File: config.mk
export PLATFORM = sky130hd
export DESIGN_NAME = cnu_min_finder
export DESIGN_NICKNAME = d
export VERILOG_FILES = /design/src/rtl/cnu_min_finder.sv
export SDC_FILE = /design/constraint.sdc
export NUM_CORES = 1
export LEC_CHECK = 0
export ABC_AREA = 1
export CAP_MARGIN = 5
export CORE_UTILIZATION = 35
export CTS_CLUSTER_DIAMETER = 200
export DETAILED_ROUTE_END_ITERATION = 6
export PLACE_DENSITY = 0.56
export SYNTH_ARGS = -nofsm -noshare
export SYNTH_HDL_FRONTEND = slang
export SYNTH_SLANG_ARGS = --single-unit
File: constraint.sdc
create_clock -name clk -period 4.05 [get_ports clk]
set_input_delay 0.6075 -clock clk [delete_from_list [all_inputs] [get_ports clk]]
set_output_delay 0.6075 -clock clk [all_outputs]
set_load 0.05 [all_outputs]
File: src/rtl/cnu_min_finder.sv
// Serial check-node min-sum core: reduces one row of sign-magnitude V2C messages
// to {min1, min2, min1 index, sign product}. Offset-min-sum enabled by CNU_OFFSET_EN.
module cnu_min_finder #(
    parameter int nob     = 4,
    parameter int MAX_DEG = 19,
    parameter int IDX_W   = 5,
    parameter int OFFSET  = 1
) (
    input  logic             clk,
    input  logic             rst,
    input  logic             in_valid,
    input  logic [nob:0]     in_msg,
    input  logic             in_last,
    output logic             in_ready,
    output logic             out_valid,
    input  logic             out_ready,
    output logic [nob-1:0]   out_min1,
    output logic [nob-1:0]   out_min2,
    output logic [IDX_W-1:0] out_idx,
    output logic             out_sign,
    output logic             out_err
);

    localparam logic [nob-1:0] MAG_MAX = {nob{1'b1}};
    localparam logic [IDX_W-1:0] LAST_POS = IDX_W'(MAX_DEG - 1);

`ifdef CNU_OFFSET_EN
    localparam bit OFF_ON = 1'b1;
`else
    localparam bit OFF_ON = 1'b0;
`endif
    localparam int OFF_AMT = OFF_ON ? OFFSET : 0;

    typedef enum logic {IDLE, ACCUM} state_t;

    state_t           state;
    logic [nob-1:0]   min1;
    logic [nob-1:0]   min2;
    logic [IDX_W-1:0] idx;
    logic [IDX_W-1:0] pos;
    logic             sgn;

    logic             s;
    logic [nob-1:0]   m;
    logic             accept;
    logic             row_end;
    logic [nob-1:0]   n_min1;
    logic [nob-1:0]   n_min2;
    logic [IDX_W-1:0] n_idx;
    logic             n_sgn;

    // Handshake: a message moves on in_valid && in_ready, a result on
    // out_valid && out_ready; in_ready never looks at in_valid.
    assign in_ready = !out_valid || out_ready;
    assign accept   = in_valid && in_ready;

    // The -2^nob pattern (negative zero) saturates to the largest magnitude.
    assign s = in_msg[nob];
    assign m = (s && (in_msg[nob-1:0] == '0)) ? MAG_MAX : in_msg[nob-1:0];

    assign row_end = accept && (in_last || (pos == LAST_POS));

    function automatic logic [nob-1:0] off_min(input logic [nob-1:0] v);
        if (int'(v) > OFF_AMT) return v - nob'(OFF_AMT);
        else return '0;
    endfunction

    always_comb begin
        n_min1 = min1;
        n_min2 = min2;
        n_idx  = idx;
        n_sgn  = sgn ^ s;
        if (state == IDLE) begin
            n_min1 = m;
            n_min2 = MAG_MAX;
            n_idx  = '0;
            n_sgn  = s;
        end else if (m < min1) begin
            n_min2 = min1;
            n_min1 = m;
            n_idx  = pos;
        end else if (m < min2) begin
            n_min2 = m;
        end
    end

    always_ff @(posedge clk or posedge rst) begin
        if (rst) begin
            state     <= IDLE;
            min1      <= '0;
            min2      <= '0;
            idx       <= '0;
            pos       <= '0;
            sgn       <= 1'b0;
            out_valid <= 1'b0;
            out_min1  <= '0;
            out_min2  <= '0;
            out_idx   <= '0;
            out_sign  <= 1'b0;
            out_err   <= 1'b0;
        end else begin
            if (out_valid && out_ready) out_valid <= 1'b0;
            if (accept) begin
                if (row_end) begin
                    out_min1  <= off_min(n_min1);
                    out_min2  <= off_min(n_min2);
                    out_idx   <= n_idx;
                    out_sign  <= n_sgn;
                    out_err   <= !in_last;
                    out_valid <= 1'b1;
                    state     <= IDLE;
                    pos       <= '0;
                end else begin
                    min1  <= n_min1;
                    min2  <= n_min2;
                    idx   <= n_idx;
                    sgn   <= n_sgn;
                    pos   <= pos + 1'b1;
                    state <= ACCUM;
                end
            end
        end
    end

endmodule

; ---- Word level (Yosys, flattened, before mapping)
; Index checks and enable logic that the tools add are counted.
[word_totals]
input_bits = 10
register_bits = 36
elab_cells = 47
[op_classes]
bitwise_logic = 2
add_sub_neg = 1
eq_ne = 1
muxes = 16
order_cmp = 4
reduce_logical = 11
[ops]
columns = operator, n
row1 = $mux 4, 8
row2 = $mux 5, 3
row3 = $gt 4x1->1 const B, 2
row4 = $lt 4x4->1, 2
row5 = $add 5x1->5 const B, 1
row6 = $eq 5x5->1 const B, 1
row7 = $mux 1, 5
row8 = $logic_and 1x1->1, 4
row9 = $logic_not 4->1, 1
row10 = $reduce_and 2->1, 2
row11 = $logic_not 1->1, 2
row12 = $logic_or 1x1->1, 2
row13 = $not 1->1, 1
row14 = $xor 1x1->1, 1

; ---- Logic depth before layout (Yosys ltp)
; Gate-level depths: netlist (run 1).
[logic_depth]
depth_word = 9
depth_mapped = 15
depth_no_buf = 15

; ---- Worst setup path before layout (run 1)
; Ideal clock, no wire load.
[synth_path]
path_type = input to register
from = input port in_msg[2]
to = register out_min2[1]
setup_slack_ns = 1.735
arrival_time_ns = 2.197
setup_ns = 0.118
cell_stages = 12
cell_sequence = nor2_2 -> nand3_2 -> inv_1 -> or2_2 -> ha_1 -> a21oi_2 -> nand2_4 -> buf_12 -> nand3_2 -> nand2_2 -> nand2_1 -> nand2_1
[synth_between]
elab_chain_len = 9
word_cells_on_any_way = 10
cone_classes = order compare (3) / mux (5) / reduce/logical (2)
[synth_rtl]
columns = element, line_no
row1 = from (decl), 12  ; input logic [nob:0] in_msg,
row2 = $logic_not 4->1, 59  ; assign m = (s && (in_msg[nob-1:0] == '0)) ? MAG_MAX : in_msg[nob-1:0];
row3 = $logic_and 1x1->1, 59
row4 = $mux 4 (*), 59
row5 = $lt 4x4->1, 82  ; end else if (m < min2) begin
row6 = $mux 4, 82
row7 = $mux 4 (*), 78  ; end else if (m < min1) begin
row8 = $mux 4 (*), 73  ; if (state == IDLE) begin
row9 = $gt 4x1->1, 64  ; if (int'(v) > OFF_AMT) return v - nob'(OFF_AMT);
row10 = $mux 4 (*), 64
row11 = to (signal assigned), 106  ; out_min2 <= off_min(n_min2);
row12 = to (decl), 18  ; output logic [nob-1:0] out_min2,
; Every way passes the cells marked *; elsewhere a longest branch is shown, timed or not.
; A chain may end at the register's enable or synchronous reset.

; ---- Worst setup path in the final report (run 1)
[layout_path]
from = input port in_msg[2]
to = register min1[2]
[layout_between]
elab_chain_len = 6
[layout_rtl]
columns = element, line_no
row1 = $logic_not 4->1, 59
row2 = $logic_and 1x1->1, 59
row3 = $mux 4 (*), 59
row4 = $lt 4x4->1, 78
row5 = $mux 4, 78
row6 = $mux 4 (*), 73
row7 = to (signal assigned), 114  ; min1 <= n_min1;
row8 = to (decl), 37  ; logic [nob-1:0] min1;
; Marks and branches as above.

==> run metrics, run 1 <==
drt drc=0; WHS=482 ps; Die W=78.5 µm; Final Hold Viols=0; Internal Dissipation=0.000869 W; slowest stage delay, CP=510 ps; Reg clk slew, reported paths=70 ps; largest net degree at the start of global routing=25; worst-path cell chain=clkdlybuf4s50_1 -> nor2_2 -> nand3_2 -> inv_1 -> or2_2 -> ha_1 -> a21oi_2 -> nand2_4 -> nand2_1 -> nand2_1 -> nand3_1 -> o21ai_0; leakage power total=1.23 nW; crit path kind=input pin to register; first-pass GRT wire length=7620 µm; CTS Hold Buffers Added=0; Post-Syn Instances=246; Die ar.=0.00617 mm²; CTS tree=built; syn_nets=265; GRT overflow=0; setup slack, reg-to-reg=1950 ps; Avg Inst Size Synth=8.34 µm²; hpwl dp=3210 µm; Slew HR=37.2%; type of origin of the critical path=input pin; Num CTS Buffers=5; Total GRT Usage=16.1%; hold crit path type=register to register; post-route ant nets=0; final wirelength=4430 µm; WL/cell=12.8 µm; max_cap viols=0; reg2reg end=idx[0]; Final Cycle Share=70.5%; Arrival @ worst endpoint=3000 ps; Port Buffers=26; Cells on Worst Hold Path=2; total setup buffers inserted after CTS=0; Tmin final=2860 ps; Layout fillers=586; hold endpoint=idx[2]; post-CTS sizing=0; Max Slew Vio Count=0; Max Freq=350 MHz; Crit-path slowest cell=clkdlybuf4s50_1; Slew @ Worst Pin=941 ps; DP Cell Count=338; htree depth=2; CTS root buf=clkbuf_8; synth unique cells=28; combinational share of power=49.1%; Seq/Total Area, Yosys=43.9%; switching power of the nets=0.000735 W; Starting Density=36.8%; router iterations before antenna repair=4; Core ar.=0.00557 mm²; Area growth, synth to finish=18.4%; pwr/cell area=661 mW/mm²; Clock Power Share=15.8%; Core Util, Final=43.6%; layout cell share with drive strength beyond 1=15.0%; die height=78.5 µm; Worst setup EP type=register; vias per cell=4.71; CP most frequent cell=nand2_1; Initial DRC Count=92; Crit path required time=4190 ps; Longest Clk Path Bufs=2; Nets=292; sequential share of power=35.1%; #FFs+latches synth=36; Post-Route Skew=5.43 ps; row count=27; final setup vio count=0; Setup TNS Final=0 ps; vias in the first global route=1,577; initial antenna violation count=0; clk sinks=36; HP Start=idx[2]; status=complete, no violations; RSZ-0062 raised after global routing=no; Worst R2R Path Depth=8; placer congestion estimate=0.794; FF-to-FF Start=pos[0]; Clk Latency, worst-skew pair=280 ps; sw frac=45.8%; synth warn=0; peak supply drop=0.000246 V; synthesized cell area=0.00205 mm²; worst-path maximum fanout=13; io pins=27; total number of vias=1,629; antenna diode count=0; final cell count without fillers=346
==> layer usage <==
metal	wire length, µm	GRT usage (%)	vias up
li1	-	-	832
met1	2230	21.8	758
met2	2020	25.3	35
met3	136	3.26	4
met4	44	5.56	0
met5	0	0	-
==> through the flow <==
stage,setup WS [ps],power (W),instance area (µm²)
after global routing,1000,0.00173,2430
after global placement,975,0.00135,2340
after floorplan,1730,0.00116,2050
after detailed placement,905,0.00136,2340
final,1190,0.00160,2430
after CTS,1200,0.00162,2430
==> worst max path at each step <==
stage / startpoint / end / slack [ps] / cells past startpoint
finish: in_msg[2] / min1[2] / 1190 / 12
global route: in_msg[2] / min1[2] / 1000 / 12
CTS: in_msg[2] / min1[2] / 1200 / 12
detailed placement: in_msg[2] / min2[3] / 900 / 12
global placement: in_msg[2] / min1[2] / 970 / 12
floorplan: in_msg[2] / out_min2[1] / 1730 / 12
==> cell type report <==
class,count,area [µm²],area share [%]
multi-input cells,165,936,38.5
flip-flops and latches,36,901,37.1
repair buffers,28,275,11.3
inverters,37,139,5.72
well taps,72,90.1,3.71
clock buffers,5,68.8,2.83
clock inverters,3,18.8,0.773
==> power by group through the flow <==
stage / clock, W / sequential [W] / combinational (W)
CTS: 0.000264 / 0.000564 / 0.000794
floorplan: 0 / 0.000742 / 0.000421
finish: 0.000253 / 0.000564 / 0.000787
global route: 0.000280 / 0.000582 / 0.000870
detailed placement: 0 / 0.000570 / 0.000791
global placement: 0 / 0.000570 / 0.000783
==> cells in the mapped netlist <==
library cell   n  area, µm²
nor2_1         4       15.0
nor2_2         2       12.5
nand2_4        2       22.5
ha_1           9        113
xnor2_1        1       8.76
o21ai_1       10       50.1
nand3_1       23        115
buf_2          2       10.0
a21oi_4        1       16.3
xor2_1         3       26.3
o22ai_1        4       25.0
o21ai_2        4       35.0
nand2_2        5       31.3
o21ai_0        7       35.0
buf_6          3       33.8
dfrtp_1       36        901
inv_2          3       11.3
a21oi_1        1       5.00
buf_4          1       7.51
buf_12         1       20.0
or2_2          1       6.26
mux2i_1        1       10.0
inv_1         34        128
a21oi_2        1       8.76
nand2_1       73        274
clkbuf_1       1       3.75
nand3_2       12        120
nand4_1        1       6.26
==> worst max-delay path: cells and delay by family <==
| kind | cells | cell delay (ps) |
|---|---|---|
| AO/OA/AOI/OAI | 2 | 490 |
| adder cells (fa/ha/maj) | 1 | 320 |
| buffers and inverters | 2 | 570 |
| AND/OR/NAND/NOR | 7 | 1010 |
==> logic make-up (layout without fill, tap and decap cells) <==
family                   count (synthesis)  in the layout  share of synthesized area (%)
AO/OA/AOI/OAI                           28             28                           8.54
XOR/XNOR                                 4              4                           1.71
adder cells (fa/ha/maj)                  9              9                           5.49
buffers and inverters                   45             73                           10.4
flip-flops                              36             36                           43.9
multiplexers                             1              1                          0.488
AND/OR/NAND/NOR                        123            123                           29.4
==> cells in the final DEF (no fill, tap or decap), types with 3 or more instances in the layout <==
| cell type | instances |
|---|---|
| o21ai_0 | 7 |
| nand2_1 | 73 |
| clkbuf_8 | 5 |
| inv_2 | 3 |
| ha_1 | 9 |
| nand3_1 | 23 |
| o21ai_1 | 10 |
| nor2_1 | 4 |
| clkdlybuf4s50_1 | 26 |
| o22ai_1 | 4 |
| o21ai_2 | 4 |
| nand3_2 | 12 |
| xor2_1 | 3 |
| nand2_2 | 5 |
| dfrtp_1 | 36 |
| inv_1 | 34 |
==> flip-flops by register name, indices dropped and copies added (netlist names), 4 cells and up <==
signal    cells
min1          4
out_idx       5
pos           5
out_min1      4
out_min2      4
min2          4
idx           5
Power figures use the tool's default switching activity.
==> run 2: changes to the inputs <==
==> constraint.sdc (replaced) <==
create_clock -name clk -period 2.9 [get_ports clk]
set_input_delay 0.435 -clock clk [delete_from_list [all_inputs] [get_ports clk]]
set_output_delay 0.435 -clock clk [all_outputs]
set_load 0.05 [all_outputs]
==> run 2 against run 1 <==
- cell count did not move
- total power up 41%
- global-route usage down 0.44 points
- critical path depth unchanged
- critical path type unchanged
- largest power group unchanged
==> run metrics, run 2 (same netlist as run 1, synthesis figures left out) <==
Longest Clk Path Bufs=2 (unchanged); hpwl dp=3140 µm (-2.3%); Total GRT Usage=15.6% (-0.44 points); crit path kind=input pin to register; io pins=27 (unchanged); Worst setup EP type=register; most frequent cells in the layout=73 x nand2_1, 36 x dfrtp_1, 34 x inv_1; Clk Latency, worst-skew pair=290 ps (about the same); crit path to=min2[3]; CTS Hold Buffers Added=0 (unchanged); Crit-path slowest cell=clkdlybuf4s50_1; Slew @ Worst Pin=662 ps (-279 ps); Num CTS Buffers=5 (unchanged); post-CTS sizing=0 (unchanged); antenna diode count=0 (unchanged); setup slack, reg-to-reg=870 ps (-1080 ps); GRT overflow=0 (unchanged); htree depth=2 (unchanged); Largest regs=idx: 5 flops, out_idx: 5 flops, pos: 5 flops; final wirelength=4250 µm (-4.1%); worst-path maximum fanout=6 (-7); total number of vias=1,596 (-2.0%); initial antenna violation count=0 (unchanged); vias in the first global route=1,541 (-2.3%); Setup TNS Final=0 ps (unchanged); Max Slew Vio Count=0 (unchanged); reg2reg end=sgn; Die W=78.5 µm (unchanged); leakage power total=1.23 nW (+0.25%); Tmin final=2540 ps; total setup buffers inserted after CTS=0 (unchanged); type of origin of the critical path=input pin; Core ar.=0.00557 mm² (unchanged); Die ar.=0.00617 mm² (unchanged); peak supply drop=0.000408 V (+66%); max_cap viols=0 (unchanged); row count=27 (unchanged); FF-to-FF Start=pos[0]; Slew HR=55.9% (+19 points); status=complete, no violations; RSZ-0062 raised after global routing=no; DP Worst Slack=51.1 ps (-854 ps); Core Util, Final=43.7% (+0.090 points); PnR worst setup slack=363 ps (-832 ps); CTS tree=built; die height=78.5 µm (unchanged); vias per cell=4.61 (-2.0%); Area growth, synth to finish=18.7%; slowest stage delay, CP=520 ps (about the same); largest net degree at the start of global routing=37 (+48%); worst setup path startpoint=in_msg[2]; clk sinks=36 (unchanged); hold crit path type=register to register; Starting Density=36.8% (unchanged); Worst R2R Path Depth=8 (unchanged); post-route ant nets=0 (unchanged); Final Hold Viols=0 (unchanged); Final Cycle Share=87.5%; CTS root buf=clkbuf_8; WL/cell=12.3 µm (-4.1%); Nets=292 (unchanged); drt drc=0 (unchanged); Port Buffers=26 (unchanged); router iterations before antenna repair=6 (+2); placer congestion estimate=0.834 (+5.0%); Initial DRC Count=71 (-23%); Crit path required time=3060 ps (-1130 ps); pwr/cell area=927 mW/mm² (+40%); Arrival @ worst endpoint=2690 ps (-310 ps); most common cell after layout, fill and taps aside=nand2_1; Post-Route Skew=3.59 ps (-1.84 ps); Max Freq=394 MHz; final setup vio count=0 (unchanged); layout cell share with drive strength beyond 1=15.0% (unchanged); Reg clk slew, reported paths=70 ps (about the same); first-pass GRT wire length=7360 µm (-3.5%); worst-path cell chain=clkdlybuf4s50_1 -> nor2_2 -> nand3_2 -> inv_1 -> or2_2 -> ha_1 -> a21oi_1 -> o21ai_0 -> nand2_1 -> nand3_1 -> nand2_1 -> o21ai_0
-- run 2: cell types whose count changed in the layout (fill, tap and decap cells not counted), sizes merged --
cell / delta
clkbuf: +1
clkinv: -1
-- run 2: critical path, delay by kind of cell --
family	cells	cell delay, ps
buf+inv	2	580
fa+ha+maj	1	300
simple gates	6	760
compound gates	3	600
-- run 2: per-layer routing --
metal	vias to the layer above	global-route usage, %	wire, µm
li1	830	-	-
met4	0	6.11	61
met2	28	23.8	1850
met3	5	3.60	198
met5	-	0	0
met1	733	21.3	2140
-- run 2: stage by stage --
stage | total power [W] | instance area, µm² | instances | hold slack (ps)
3_5_place_dp | 0.00190 | 2340 | 338 | 466
3_3_place_gp | 0.00190 | 2340 | 338 | 463
5_1_grt | 0.00243 | 2430 | 346 | 502
6_report | 0.00226 | 2430 | 346 | 482
2_1_floorplan | 0.00162 | 2050 | 246 | 449
4_1_cts | 0.00228 | 2430 | 346 | 486
-- run 2: power breakdown --
| part | switching [W] | internal, W |
|---|---|---|
| Clock | 0.000187 | 0.000190 |
| Combinational | 0.000711 | 0.000378 |
| Sequential | 0.000120 | 0.000671 |
-- run 2: worst min-delay path by stage --
stage,startpoint,cells after the start,endpoint,slack (ps)
floorplan,min2[1],2,min2[1],450
global placement,min2[2],2,min2[2],460
detailed placement,min2[2],2,min2[2],470
CTS,min2[2],2,min2[2],490
global route,min2[2],2,min2[2],500
finish,out_min2[3],2,out_min2[3],480
-- run 2: layout make-up --
| cell class | instances | area [µm²] |
|---|---|---|
| fillers | 562 | 3140 |
| inverters | 37 | 139 |
| well taps | 72 | 90.1 |
| repair buffers | 28 | 275 |
| clock buffers | 6 | 82.6 |
| flip-flops and latches | 36 | 901 |
| clock inverters | 2 | 10.0 |
| multi-input cells | 165 | 936 |
==> run 3: changes to the inputs <==
--- a/config.mk
+++ b/config.mk
@@ -5,12 +5,12 @@
 export SDC_FILE = /design/constraint.sdc
 export NUM_CORES = 1
 export LEC_CHECK = 0
-export ABC_AREA = 1
 export CAP_MARGIN = 5
 export CORE_UTILIZATION = 35
 export CTS_CLUSTER_DIAMETER = 200
 export DETAILED_ROUTE_END_ITERATION = 6
-export PLACE_DENSITY = 0.56
+export PLACE_DENSITY_LB_ADDON = 0.3
+export SKIP_CTS_REPAIR_TIMING = 1
 export SYNTH_ARGS = -nofsm -noshare
 export SYNTH_HDL_FRONTEND = slang
 export SYNTH_SLANG_ARGS = --single-unit
==> run 3 against run 2 <==
- via count grew 4.4%
- synthesized area decreased by 0.79%
- clock power is 62% higher
- synthesized cell count down 17%
- combinational power is 33% lower
- utilization increased by 3.7 points
- critical path depth shrank 2
- highest routed layer unchanged
==> run metrics, run 3 <==
status=complete, no violations; Initial DRC Count=96 (+35%); Seq/Total Area, Yosys=44.3% (+0.35 points); Top FF cell, synth=dfrtp_1; vias per cell=5.22 (+13%); largest net degree at the start of global routing=37 (unchanged); CTS root buf=clkbuf_8; worst-path maximum fanout=7 (+1); top-count cell post-synth=dfrtp_1; type of origin of the critical path=input pin; Final Cycle Share=89.9% (+2.4 points); vias in the first global route=1,680 (+9.0%); Max Freq=384 MHz (-2.6%); synthesized cell area=0.00203 mm² (-0.79%); synth warn=0 (unchanged); crit path kind=input pin to register; max_cap viols=0 (unchanged); commonest cells in the netlist=36 x dfrtp_1, 22 x nand2_1, 17 x o21ai_0, 14 x nand3_1; Starting Density=36.7% (-0.069 points); EDFF count, synth=0 (unchanged); most common cell after layout, fill and taps aside=dfrtp_1; Crit path required time=3090 ps (+30 ps); slowest stage delay, CP=540 ps (+20 ps); clk sinks=36 (unchanged); htree depth=2 (unchanged); Slew @ Worst Pin=560 ps (-102 ps); Die W=78.2 µm (-0.39%); synth top area cells=dfrtp_1 44%, ha_1 5.5%, mux2i_1 4.4%; total number of vias=1,666 (+4.4%); Total GRT Usage=17.1% (+1.5 points); DP Worst Slack=-25.8 ps (-77.0 ps); Core ar.=0.00554 mm² (-0.61%); drt drc=0 (unchanged); syn_nets=223 (-16%); GRT overflow=0 (unchanged); asr flop ratio synth=100% (unchanged); router iterations before antenna repair=4 (-2); Num CTS Buffers=5 (unchanged); Longest Clk Path Bufs=2 (unchanged); Slew HR=62.6% (+6.7 points); Nets=265 (-9.2%); initial antenna violation count=0 (unchanged); leakage power total=1.14 nW (-7.2%); Tmin final=2610 ps (+68.8 ps); cell family with most CP delay=compound AO/OA/AOI/OAI gates; Post-Route Skew=8.76 ps (+5.17 ps); post-synth top area share=44.3% (+0.35 points); CTS tree=built; worst path buffer plus inverter count=2 (unchanged); post-synth top area cell=dfrtp_1; Post-Syn Instances=204 (-17%); Avg Inst Size Synth=9.97 µm² (+20%); hpwl dp=3360 µm (+7.0%); row count=27 (unchanged); pwr/cell area=777 mW/mm² (-16%); first-pass GRT wire length=8170 µm (+11%); final wirelength=4600 µm (+8.2%); hold crit path type=register to register; Clk Latency, worst-skew pair=290 ps (about the same); PnR worst setup slack=294 ps (-68.8 ps); peak supply drop=0.000388 V (-4.9%); Area growth, synth to finish=28.8%; Reg clk slew, reported paths=80 ps (about the same); Port Buffers=26 (unchanged); Final Hold Viols=0 (unchanged); synth unique cells=43 (+54%); WL/cell=14.4 µm (+17%); final setup vio count=0 (unchanged); Arrival @ worst endpoint=2790 ps (+100 ps); io pins=27 (unchanged); die height=78.2 µm (-0.39%); RSZ-0062 raised after global routing=no; post-route ant nets=0 (unchanged); worst-path cell chain=clkdlybuf4s50_1 -> nor4b_1 -> or2_2 -> ha_1 -> a21o_1 -> a21oi_1 -> buf_4 -> o21a_1 -> nor2_1 -> a211oi_1; Largest regs=idx: 5 flops, out_idx: 5 flops, pos: 5 flops; #FFs+latches synth=36 (unchanged); Die ar.=0.00612 mm² (-0.78%); Setup TNS Final=0 ps (unchanged); antenna diode count=0 (unchanged); Crit-path slowest cell=clkdlybuf4s50_1; Max Slew Vio Count=0 (unchanged); layout cell share with drive strength beyond 1=17.4% (+2.4 points); Worst setup EP type=register; placer congestion estimate=0.839 (+0.67%); most frequent cells in the layout=36 x dfrtp_1, 26 x clkdlybuf4s50_1, 22 x nand2_1
run 3: metal layers:
layer | wire length (µm) | global-route usage (%) | share of wire, %
met4 | 68 | 6.30 | 1.5
met1 | 2230 | 23.3 | 48
met2 | 2110 | 27.4 | 46
met5 | 0 | 0 | 0
met3 | 191 | 2.56 | 4.2
run 3: where the power goes:
group / internal (W) / total, W / switching (W)
combinational: 0.000296 / 0.000732 / 0.000436
clock: 0.000430 / 0.000611 / 0.000181
sequential: 0.000607 / 0.000692 / 0.0000859
total: 0.00133 / 0.00204 / 0.000703
run 3: cell families (layout without fill, tap and decap cells):
group	count (synthesis)	in the layout	share of synthesized area, %
compound gates	55	55	18.4
xor+xnor	1	1	0.431
fa+ha+maj	9	9	5.54
buf+inv	20	63	5.04
flops	36	36	44.3
mux	12	12	6.09
simple gates	71	71	20.2
run 3: layout make-up:
class / instances / area (µm²)
fillers: 536 / 2920
multi-input cells: 148 / 1030
flip-flops and latches: 36 / 901
repair buffers: 45 / 403
clock inverters: 3 / 90.1
well taps: 72 / 90.1
clock buffers: 5 / 68.8
inverters: 10 / 37.5
run 3: path summary, 6_finish.rpt:
path                             from          end  slack [ps]  cells after the start
max                         in_msg[0]  out_min1[1]         290                     10
min                        out_idx[3]   out_idx[3]         480                      2
max reg2reg                    pos[0]  out_min1[2]         660                      7
min reg2reg                out_idx[3]   out_idx[3]         480                      2
max in group asynchronous         rst      min2[0]        2030                      3
min in group asynchronous         rst   out_idx[3]         540                      3
run 3: metrics by stage:
step | area (µm²) | instances | hold slack, ps | power, W | util [%]
floorplan | 2030 | 204 | 469 | 0.00119 | -
global placement | 2460 | 311 | 464 | 0.00143 | 44.4
detailed placement | 2460 | 311 | 475 | 0.00143 | 44.4
CTS | 2620 | 319 | 493 | 0.00205 | 47.3
global route | 2620 | 319 | 520 | 0.00216 | 47.3
finish | 2620 | 319 | 482 | 0.00204 | 47.3
run 3: worst register-to-register path, stage by stage, from the launching register on:
cell      delay, ps
dfrtp_1         460
inv_1            90
ha_1            150
nor4bb_4        260
or2_1           270
nand3_1         450
a211oi_1        390
a211oi_1         70
